`config.mk`:
```
export PLATFORM = sky130hd
export DESIGN_NAME = dataram_access_ctrl_flat
export DESIGN_NICKNAME = d
export VERILOG_FILES = /design/src/rtl/mcu51_dataram_pkg.sv /design/src/rtl/dataram_access_ctrl_if.sv /design/src/rtl/mcu51_bitaddr_map.sv /design/src/rtl/dataram_access_ctrl.sv /design/src/flat_wrapper.sv
export SDC_FILE = /design/constraint.sdc
export NUM_CORES = 1
export LEC_CHECK = 0
export BUFFER_PORTS_ARGS = -buffer_cell sky130_fd_sc_hd__buf_4
export CORE_ASPECT_RATIO = 1.5
export CORE_MARGIN = 8
export CORE_UTILIZATION = 46
export DETAILED_ROUTE_END_ITERATION = 10
export GPL_TIMING_DRIVEN = 0
export PLACE_DENSITY = 0.75
export SYNTH_ARGS = -nofsm -noshare
export SYNTH_HDL_FRONTEND = slang
export SYNTH_SLANG_ARGS = --single-unit
```
`constraint.sdc`:
```
create_clock -name clk -period 2.77 [get_ports clk]
set_input_delay 0.1385 -clock clk [delete_from_list [all_inputs] [get_ports clk]]
set_output_delay 0.1385 -clock clk [all_outputs]
set_load 0.05 [all_outputs]
```
`src/rtl/mcu51_dataram_pkg.sv`:
```
// mcu51_dataram_pkg: op encodings, FSM states and address constants for the data RAM sequencer
package mcu51_dataram_pkg;
  typedef enum logic [2:0] {
    OP_RD_DIR = 3'b000,
    OP_WR_DIR = 3'b001,
    OP_RD_BIT = 3'b010,
    OP_WR_BIT = 3'b011,
    OP_RD_RN  = 3'b100,
    OP_WR_RN  = 3'b101,
    OP_RD_IND = 3'b110,
    OP_WR_IND = 3'b111
  } op_t;
  typedef enum logic [1:0] {K_DIR, K_BIT, K_RN, K_IND} kind_t;
  typedef enum logic [2:0] {S_IDLE, S_PTR, S_PWAIT, S_ACC, S_WAIT, S_RESP} state_t;
  localparam logic [7:0] BIT_BASE_DEF = 8'h20;
  localparam logic [7:0] ADDR_LIMIT = 8'h80;
  function automatic kind_t op_kind(logic [2:0] op);
    return kind_t'(op[2:1]);
  endfunction
endpackage

```
`src/rtl/dataram_access_ctrl_if.sv`:
```
// dataram_access_ctrl_if: request/response handshake plus RAM port of the data RAM sequencer
interface dataram_access_ctrl_if;
  logic       req_valid;
  logic       req_ready;
  logic [2:0] req_op;
  logic [7:0] req_arg;
  logic [7:0] req_wdata;
  logic       req_wbit;
  logic [1:0] bank;
  logic       rsp_valid;
  logic [7:0] rsp_data;
  logic       rsp_bit;
  logic       rsp_err;
  logic       ram_cs;
  logic       ram_rw;
  logic       ram_bb;
  logic [7:0] ram_addr;
  logic [7:0] ram_position;
  logic [7:0] ram_din;
  logic       ram_bin;
  logic [7:0] ram_dout;
  logic       ram_bout;
  modport slave (
    input  req_valid, req_op, req_arg, req_wdata, req_wbit, bank, ram_dout, ram_bout,
    output req_ready, rsp_valid, rsp_data, rsp_bit, rsp_err,
           ram_cs, ram_rw, ram_bb, ram_addr, ram_position, ram_din, ram_bin
  );
  modport master (
    output req_valid, req_op, req_arg, req_wdata, req_wbit, bank, ram_dout, ram_bout,
    input  req_ready, rsp_valid, rsp_data, rsp_bit, rsp_err,
           ram_cs, ram_rw, ram_bb, ram_addr, ram_position, ram_din, ram_bin
  );
endinterface

```
`src/rtl/mcu51_bitaddr_map.sv`:
```
// mcu51_bitaddr_map: bit address to byte address, one-hot position and out-of-range flag
module mcu51_bitaddr_map
  import mcu51_dataram_pkg::*;
#(
  parameter logic [7:0] BIT_BASE = BIT_BASE_DEF
) (
  input  logic [7:0] bit_addr,
  output logic [7:0] byte_addr,
  output logic [7:0] position,
  output logic       oor
);
  assign byte_addr = BIT_BASE + {4'h0, bit_addr[6:3]};
  assign position  = 8'h01 << bit_addr[2:0];
  assign oor       = bit_addr >= ADDR_LIMIT;
endmodule

```
`src/rtl/dataram_access_ctrl.sv`:
```
// dataram_access_ctrl: sequences 8051 direct/bit/Rn/@Ri requests onto the internal data RAM port
module dataram_access_ctrl
  import mcu51_dataram_pkg::*;
#(
  parameter int         RD_LAT   = 1,
  parameter logic [7:0] BIT_BASE = BIT_BASE_DEF
) (
  input logic clk,
  input logic reset,
  dataram_access_ctrl_if.slave bus
);
  state_t     state_q, state_d;
  logic [2:0] op_q, op_d;
  logic [7:0] arg_q, arg_d, wdata_q, wdata_d, target_q, target_d;
  logic       wbit_q, wbit_d;
  logic [1:0] bank_q, bank_d;
  logic       req_ready_q, req_ready_d, rsp_valid_q, rsp_valid_d;
  logic       rsp_err_q, rsp_err_d, rsp_bit_q, rsp_bit_d;
  logic [7:0] rsp_data_q, rsp_data_d;
  logic       ram_cs_q, ram_cs_d, ram_rw_q, ram_rw_d, ram_bb_q, ram_bb_d, ram_bin_q, ram_bin_d;
  logic [7:0] ram_addr_q, ram_addr_d, ram_position_q, ram_position_d, ram_din_q, ram_din_d;
  logic       accept, ptr_sample, rd_sample, ptr_bad, req_bad, err_now;
  logic       act, ptr, wr_acc, bit_op, bit_oor;
  logic [7:0] bit_byte, bit_pos;
  kind_t      kind_d;
  mcu51_bitaddr_map #(.BIT_BASE(BIT_BASE)) u_map (
    .bit_addr (arg_d),
    .byte_addr(bit_byte),
    .position (bit_pos),
    .oor      (bit_oor)
  );
  // request capture and sampling points; later bank changes are ignored
  always_comb begin
    accept     = bus.req_valid && req_ready_q;
    op_d       = accept ? bus.req_op : op_q;
    arg_d      = accept ? bus.req_arg : arg_q;
    wdata_d    = accept ? bus.req_wdata : wdata_q;
    wbit_d     = accept ? bus.req_wbit : wbit_q;
    bank_d     = accept ? bus.bank : bank_q;
    kind_d     = op_kind(op_d);
    bit_op     = kind_d == K_BIT;
    ptr_bad    = bus.ram_dout >= ADDR_LIMIT;
    ptr_sample = (RD_LAT == 0) ? state_q == S_PTR : state_q == S_PWAIT;
    rd_sample  = !op_d[0] && ((RD_LAT == 0) ? state_q == S_ACC : state_q == S_WAIT);
    req_bad    = accept && (kind_d == K_DIR || bit_op) && bit_oor;
    err_now    = req_bad || (ptr_sample && ptr_bad);
    target_d   = accept ? bus.req_arg : ptr_sample ? bus.ram_dout : target_q;
  end
  always_comb begin
    state_d = state_q;
    case (state_q)
      S_IDLE:  state_d = !accept ? S_IDLE : kind_d == K_IND ? S_PTR : req_bad ? S_RESP : S_ACC;
      S_PTR:   state_d = (RD_LAT != 0) ? S_PWAIT : ptr_bad ? S_RESP : S_ACC;
      S_PWAIT: state_d = ptr_bad ? S_RESP : S_ACC;
      S_ACC:   state_d = (op_d[0] || RD_LAT == 0) ? S_RESP : S_WAIT;
      S_WAIT:  state_d = S_RESP;
      default: state_d = S_IDLE;
    endcase
  end
  // outputs are decoded from the next state so every port comes straight from a flop
  always_comb begin
    act            = state_d inside {S_PTR, S_PWAIT, S_ACC, S_WAIT};
    ptr            = state_d inside {S_PTR, S_PWAIT};
    wr_acc         = state_d == S_ACC && op_d[0];
    req_ready_d    = state_d == S_IDLE;
    rsp_valid_d    = state_d == S_RESP;
    rsp_err_d      = err_now;
    rsp_data_d     = (rd_sample && !bit_op) ? bus.ram_dout : 8'h00;
    rsp_bit_d      = rd_sample && bit_op && bus.ram_bout;
    ram_cs_d       = !act;
    ram_rw_d       = !wr_acc;
    ram_bb_d       = !(act && !ptr && bit_op);
    ram_addr_d     = !act ? 8'h00 :
                     ptr ? {3'b000, bank_d, 2'b00, arg_d[0]} :
                     kind_d == K_RN ? {3'b000, bank_d, arg_d[2:0]} :
                     bit_op ? bit_byte : target_d;
    ram_position_d = (act && !ptr && bit_op) ? bit_pos : 8'h00;
    ram_din_d      = (wr_acc && !bit_op) ? wdata_d : 8'h00;
    ram_bin_d      = wr_acc && bit_op && wbit_d;
  end
  always_ff @(posedge clk) begin
    if (!reset) begin
      state_q        <= S_IDLE;
      op_q           <= 3'b000;
      arg_q          <= 8'h00;
      wdata_q        <= 8'h00;
      wbit_q         <= 1'b0;
      bank_q         <= 2'b00;
      target_q       <= 8'h00;
      req_ready_q    <= 1'b1;
      rsp_valid_q    <= 1'b0;
      rsp_err_q      <= 1'b0;
      rsp_bit_q      <= 1'b0;
      rsp_data_q     <= 8'h00;
      ram_cs_q       <= 1'b1;
      ram_rw_q       <= 1'b1;
      ram_bb_q       <= 1'b1;
      ram_addr_q     <= 8'h00;
      ram_position_q <= 8'h00;
      ram_din_q      <= 8'h00;
      ram_bin_q      <= 1'b0;
    end else begin
      state_q        <= state_d;
      op_q           <= op_d;
      arg_q          <= arg_d;
      wdata_q        <= wdata_d;
      wbit_q         <= wbit_d;
      bank_q         <= bank_d;
      target_q       <= target_d;
      req_ready_q    <= req_ready_d;
      rsp_valid_q    <= rsp_valid_d;
      rsp_err_q      <= rsp_err_d;
      rsp_bit_q      <= rsp_bit_d;
      rsp_data_q     <= rsp_data_d;
      ram_cs_q       <= ram_cs_d;
      ram_rw_q       <= ram_rw_d;
      ram_bb_q       <= ram_bb_d;
      ram_addr_q     <= ram_addr_d;
      ram_position_q <= ram_position_d;
      ram_din_q      <= ram_din_d;
      ram_bin_q      <= ram_bin_d;
    end
  end
  assign bus.req_ready    = req_ready_q;
  assign bus.rsp_valid    = rsp_valid_q;
  assign bus.rsp_err      = rsp_err_q;
  assign bus.rsp_bit      = rsp_bit_q;
  assign bus.rsp_data     = rsp_data_q;
  assign bus.ram_cs       = ram_cs_q;
  assign bus.ram_rw       = ram_rw_q;
  assign bus.ram_bb       = ram_bb_q;
  assign bus.ram_addr     = ram_addr_q;
  assign bus.ram_position = ram_position_q;
  assign bus.ram_din      = ram_din_q;
  assign bus.ram_bin      = ram_bin_q;
endmodule

```
`src/flat_wrapper.sv`:
```
// flat-port wrapper written by rule: the top's interface ports become plain ports
module dataram_access_ctrl_flat import mcu51_dataram_pkg::*;
#(
  parameter int         RD_LAT   = 1,
  parameter logic [7:0] BIT_BASE = BIT_BASE_DEF
)
  (clk, reset, bus_req_valid, bus_req_op, bus_req_arg, bus_req_wdata, bus_req_wbit, bus_bank, bus_ram_dout, bus_ram_bout, bus_req_ready, bus_rsp_valid, bus_rsp_data, bus_rsp_bit, bus_rsp_err, bus_ram_cs, bus_ram_rw, bus_ram_bb, bus_ram_addr, bus_ram_position, bus_ram_din, bus_ram_bin);
  dataram_access_ctrl_if bus_i ();
  input logic clk;
  input logic reset;
  input wire logic [$bits(bus_i.req_valid)-1:0] bus_req_valid;
  input wire logic [$bits(bus_i.req_op)-1:0] bus_req_op;
  input wire logic [$bits(bus_i.req_arg)-1:0] bus_req_arg;
  input wire logic [$bits(bus_i.req_wdata)-1:0] bus_req_wdata;
  input wire logic [$bits(bus_i.req_wbit)-1:0] bus_req_wbit;
  input wire logic [$bits(bus_i.bank)-1:0] bus_bank;
  input wire logic [$bits(bus_i.ram_dout)-1:0] bus_ram_dout;
  input wire logic [$bits(bus_i.ram_bout)-1:0] bus_ram_bout;
  output wire logic [$bits(bus_i.req_ready)-1:0] bus_req_ready;
  output wire logic [$bits(bus_i.rsp_valid)-1:0] bus_rsp_valid;
  output wire logic [$bits(bus_i.rsp_data)-1:0] bus_rsp_data;
  output wire logic [$bits(bus_i.rsp_bit)-1:0] bus_rsp_bit;
  output wire logic [$bits(bus_i.rsp_err)-1:0] bus_rsp_err;
  output wire logic [$bits(bus_i.ram_cs)-1:0] bus_ram_cs;
  output wire logic [$bits(bus_i.ram_rw)-1:0] bus_ram_rw;
  output wire logic [$bits(bus_i.ram_bb)-1:0] bus_ram_bb;
  output wire logic [$bits(bus_i.ram_addr)-1:0] bus_ram_addr;
  output wire logic [$bits(bus_i.ram_position)-1:0] bus_ram_position;
  output wire logic [$bits(bus_i.ram_din)-1:0] bus_ram_din;
  output wire logic [$bits(bus_i.ram_bin)-1:0] bus_ram_bin;
  assign bus_i.req_valid = bus_req_valid;
  assign bus_i.req_op = bus_req_op;
  assign bus_i.req_arg = bus_req_arg;
  assign bus_i.req_wdata = bus_req_wdata;
  assign bus_i.req_wbit = bus_req_wbit;
  assign bus_i.bank = bus_bank;
  assign bus_i.ram_dout = bus_ram_dout;
  assign bus_i.ram_bout = bus_ram_bout;
  assign bus_req_ready = bus_i.req_ready;
  assign bus_rsp_valid = bus_i.rsp_valid;
  assign bus_rsp_data = bus_i.rsp_data;
  assign bus_rsp_bit = bus_i.rsp_bit;
  assign bus_rsp_err = bus_i.rsp_err;
  assign bus_ram_cs = bus_i.ram_cs;
  assign bus_ram_rw = bus_i.ram_rw;
  assign bus_ram_bb = bus_i.ram_bb;
  assign bus_ram_addr = bus_i.ram_addr;
  assign bus_ram_position = bus_i.ram_position;
  assign bus_ram_din = bus_i.ram_din;
  assign bus_ram_bin = bus_i.ram_bin;
  dataram_access_ctrl #(.RD_LAT(RD_LAT), .BIT_BASE(BIT_BASE)) u_core (.clk(clk), .reset(reset), .bus(bus_i));
endmodule
```
==> results <==
- Yosys mapped a number of flops with a built-in enable equal to 0.
- Of the total power, the share spent switching nets is 36.0%.
- The HPWL after detailed placement is between 4000 and 5000 um.
- The number of remaining DRC errors is 0.
- The share of the Yosys chip area taken by registers is 55.4%.
- The run finished with clean final reports.
- 74 I/O pins were placed.
- The nature of the critical path startpoint is a flip-flop.
- The startpoint identified for the worst register-to-register timing path is u_core.bus.req_ready$_SDFF_PN1_.
- The iteration-0 DRC count of the detailed router is 100.
- The final core utilization is 66.3%.
- The worst-case vdd ir drop is 706 uV.
- The time the final worst path needs with I/O delays and setup is 2.71 ns.
- The netlist area before placement is 2600 sq um.
- The share of post-route cells with drive strength above 1 is ~34%.
- After clock tree synthesis, the clock-pin slew on the worst setup and hold paths is 0.07 ns.
- The H-tree generated during clock tree synthesis spans 3 levels.
- The total power density per cell area is around 1000 nW/um^2.
- Global routing finished with a remaining overflow of 0.
- For this design, the slowest cell found on the critical path is or4_4.
- In this run, flip-flops and latches consume 34.7% of the power.
- From left edge to right edge, the die measures 77.4 um.
- Leaving out fill and tap cells, the most frequent cell in the layout is buf_4.
- The tree is rooted in a clkbuf_8.
- Across every metal layer, demand over resource in global routing totals 15.8%.
- The first TritonRoute pass finished after 4 iterations.
- Timing would allow up to between 300 and 400 MHz.
- Along the worst path, the maximum fanout reaches 10.
- The post-synthesis async set-or-reset flop share is 0%.
- The startpoint-to-endpoint class of the critical path is flip-flop to flip-flop.
- The top cell types in the final layout, fill and taps aside, are buf_4 (75), dfxtp_1 (71), nor2_1 (47), nand2_1 (29), mux2i_1 (18).
- The area occupied by multi-input gates is 1170 sq um.
- The area growth from synthesis to final layout is 38.8%.
- For this run, the leading register cell type out of synthesis is dfxtp_1.
- The number of nets in the synthesized netlist is approximately 300.
- Setup violations remaining at the end of the flow were counted as 0.
- In the final design database the tool counted 388 nets.
- The total of flip-flops plus latches after synthesis is 72.
- The endpoint identified for the worst register-to-register timing path is u_core.bus.ram_position[3]$_SDFF_PP0_.
- The clock tree from TritonCTS is done.
- Setup slack on the worst reg-to-reg path comes out at 0.06 ns.
- The worst min-delay path category is input port to flip-flop.
- Using the TritonRoute via totals, the vias-per-cell ratio works out to 4.97.
- The number of nets with antenna violations after detailed routing is 0.
- The share of total power in the clock network is 27.9%.
- Each instance of the synthesized netlist takes up on average a little under 10 sq um.
- The placer's final routability congestion estimate is 0.805.
- The destination of the critical timing path is u_core.bus.ram_position[3]$_SDFF_PP0_.
- The count of antenna diodes in the layout is 0.
- In this run, distinct cell masters in the synthesized netlist total 45.
- The highest cell delay on the worst timing path is 0.53 ns.
- Measured against its own limit, the worst slew margin works out to between 40% and 50%.
- The cell count after placement is just over 400.
- The routed wire length is 6530 um.
- The count of buffers from port buffering is 73.
- The cell-internal power is 2.33 mW.
- The nature of the critical path endpoint is a flip-flop.
- The final-report max-slew violation count is 0.
- The share of power burned in combinational logic is 37.3%.
- Of the available clock period, the critical path in the final layout requires 97.7%.
- The worst clock skew is 0.00624 ns.
- Measured along the y axis, the die boundary spans 108 um.
- The first global-routing pass estimated slightly above 10000 um of wire.
- The count of final hold-check violations is 0.
- The placeable core area is 5450 sq um.
- The number of rows created at floorplan is 33.
- The tool flagged a number of max-cap violations equal to 0.
- The number of inserted filler cells in the final layout is 446.
- The clock latency on the worst-skew pair is around 0.34 ns.
- Synthesis produced a netlist whose cell count is 264.
- The sequential cell area is roughly 1400 sq um.
- The count of warnings emitted by yosys is 0.
- The slew of the pin with the lowest slew margin is about 0.85 ns.
- The initial antenna violation count came to 0.
- The worst path required time is 2.99 ns.
- The via count of the first global-routing pass came to 2179.
- In this run the deepest clock path goes through 2 buffers.
- Once the floorplan was initialized, standard cells occupied 47.7% of the core.
- The number of buffers inserted during clock tree synthesis is 9.
- The critical path goes through nand2_4 > buf_8 > clkbuf_16 > mux2i_4 > inv_2 > ha_1 > or4_4 > a31o_4 > and3_4 > o211ai_4 > nor3_2.
- Summed over all nets, the switching power comes to 1.31 mW.
- The largest net degree at the start of global routing is 14.
- For the worst flop-to-flop path, the logic depth is 11.
- The overall die area is approximately 8400 sq um.
- The number of clock sinks is 72.
- The via count is 2119.
- The worst setup path startpoint is u_core.bus.req_ready$_SDFF_PN1_.
- For the worst setup path, the data arrival time is 2.93 ns.
- Summed over all failing endpoints, the final setup total negative slack is 0 ns.
- Excluding fillers, the count of instances in the completed layout stands at 426.
- The total power consumption of the routed design is 3.64 mW.
- The leakage power total is 1.63 nW.
- Dividing the detail-routed wire length by the instance count gives about 15 um.
-- cell usage after synthesis (2+ instances only) --
cell type	instances	area (sq um)
a211o_1	2	17.5
a21o_1	3	22.5
a21oi_1	9	45.0
and2_1	17	106
clkbuf_1	6	22.5
dfxtp_1	72	1440
ha_1	3	37.5
inv_1	4	15.0
mux2_2	2	22.5
mux2i_1	20	200
nand2_1	29	109
nand3_1	2	10.0
nor2_1	47	176
nor3_1	11	55.1
o21ai_0	5	25.0
o21ai_2	2	17.5
o21bai_1	2	15.0
-- routing by layer --
metal	GRT usage [%]	part of all wire [%]	vias up
met5	0	0	-
met4	6.91	2.2	0
met3	7.31	7.6	10
met2	28.5	52	72
met1	15.1	38	981
li1	-	-	1056
-- flip-flops by register name (all words and copies together), names as in the netlist, 2 cells and up --
register / flops
u_core.target_q: 8
u_core.op_q: 3
u_core.bus.ram_din: 8
u_core.wdata_q: 8
u_core.state_q: 3
u_core.bus.rsp_data: 8
u_core.bank_q: 2
u_core.bus.ram_position: 8
u_core.arg_q: 7
u_core.bus.ram_addr: 8
-- worst min path at each step --
| stage | cells past startpoint | startpoint | slack, ns | to |
|---|---|---|---|---|
| 5_1_grt | 2 | bus_ram_dout[3] | 0.005 | u_core.bus.rsp_data[3]$_SDFF_PN0_ |
| 3_3_place_gp | 2 | bus_ram_dout[5] | 0.35 | u_core.bus.rsp_data[5]$_SDFF_PN0_ |
| 3_5_place_dp | 2 | bus_ram_dout[5] | 0.35 | u_core.bus.rsp_data[5]$_SDFF_PN0_ |
| 4_1_cts | 2 | bus_ram_dout[4] | 0.001 | u_core.bus.rsp_data[4]$_SDFF_PN0_ |
| 6_report | 2 | bus_ram_dout[4] | 0.01 | u_core.bus.rsp_data[4]$_SDFF_PN0_ |
| 2_1_floorplan | 1 | reset | 0.25 | u_core.bus.ram_cs$_SDFF_PN1_ |
-- metrics by stage --
step	instance area (sq um)	hold slack [ns]	setup slack [ns]
floorplan	2610	0.247	0.0173
global placement	3250	0.352	-0.149
detailed placement	3250	0.355	-0.191
CTS	3570	0.00115	0.0129
global route	3610	0.00464	-0.0297
finish	3610	0.0110	0.0624
-- power groups by stage --
| stage | sequential [mW] | combinational [mW] | clock, mW |
|---|---|---|---|
| 2_1_floorplan | 1.49 | 0.746 | 0 |
| 4_1_cts | 1.26 | 1.34 | 1.04 |
| 3_3_place_gp | 1.28 | 1.26 | 0 |
| 6_report | 1.27 | 1.36 | 1.02 |
| 5_1_grt | 1.28 | 1.45 | 1.08 |
| 3_5_place_dp | 1.28 | 1.27 | 0 |
-- critical path, delay by kind of cell (launching register included) --
kind / cells / cell delay, ns
muxes: 1 / 0.25
adders and majority gates: 1 / 0.20
buffers and inverters: 3 / 0.31
AOI/OAI and AO/OA: 2 / 0.57
and+or+nand+nor: 4 / 0.88
DFF: 1 / 0.37
-- cells by family (layout without fill, tap and decap cells) --
kind of cell    Yosys count  in the layout  synth area share [%]
simple gates            118            118                  21.9
flops                    72             72                  55.4
compound gates           33             34                  9.52
mux                      23             23                  9.09
buf+inv                  15            106                  2.64
fa+ha+maj                 3              3                  1.44
-- final cells by class --
class	instances	area share, %
Multi-Input combinational cell	178	32.3
Tap cell	70	2.43
Timing Repair Buffer	75	15.7
Inverter	5	0.520
Clock buffer	10	3.81
Clock inverter	6	3.19
Buffer	10	2.08
Sequential cell	72	40.0
-- timing repair --
item,CTS,global route
pin swaps,1,7
gates resized for setup,6,9
hold buffers,1,0
buffers inserted,1,0
hold endpoints to repair,1,0
setup endpoints to repair,26,23
cloned,1,0
Note: power is estimated with default switching activity, not from simulation.
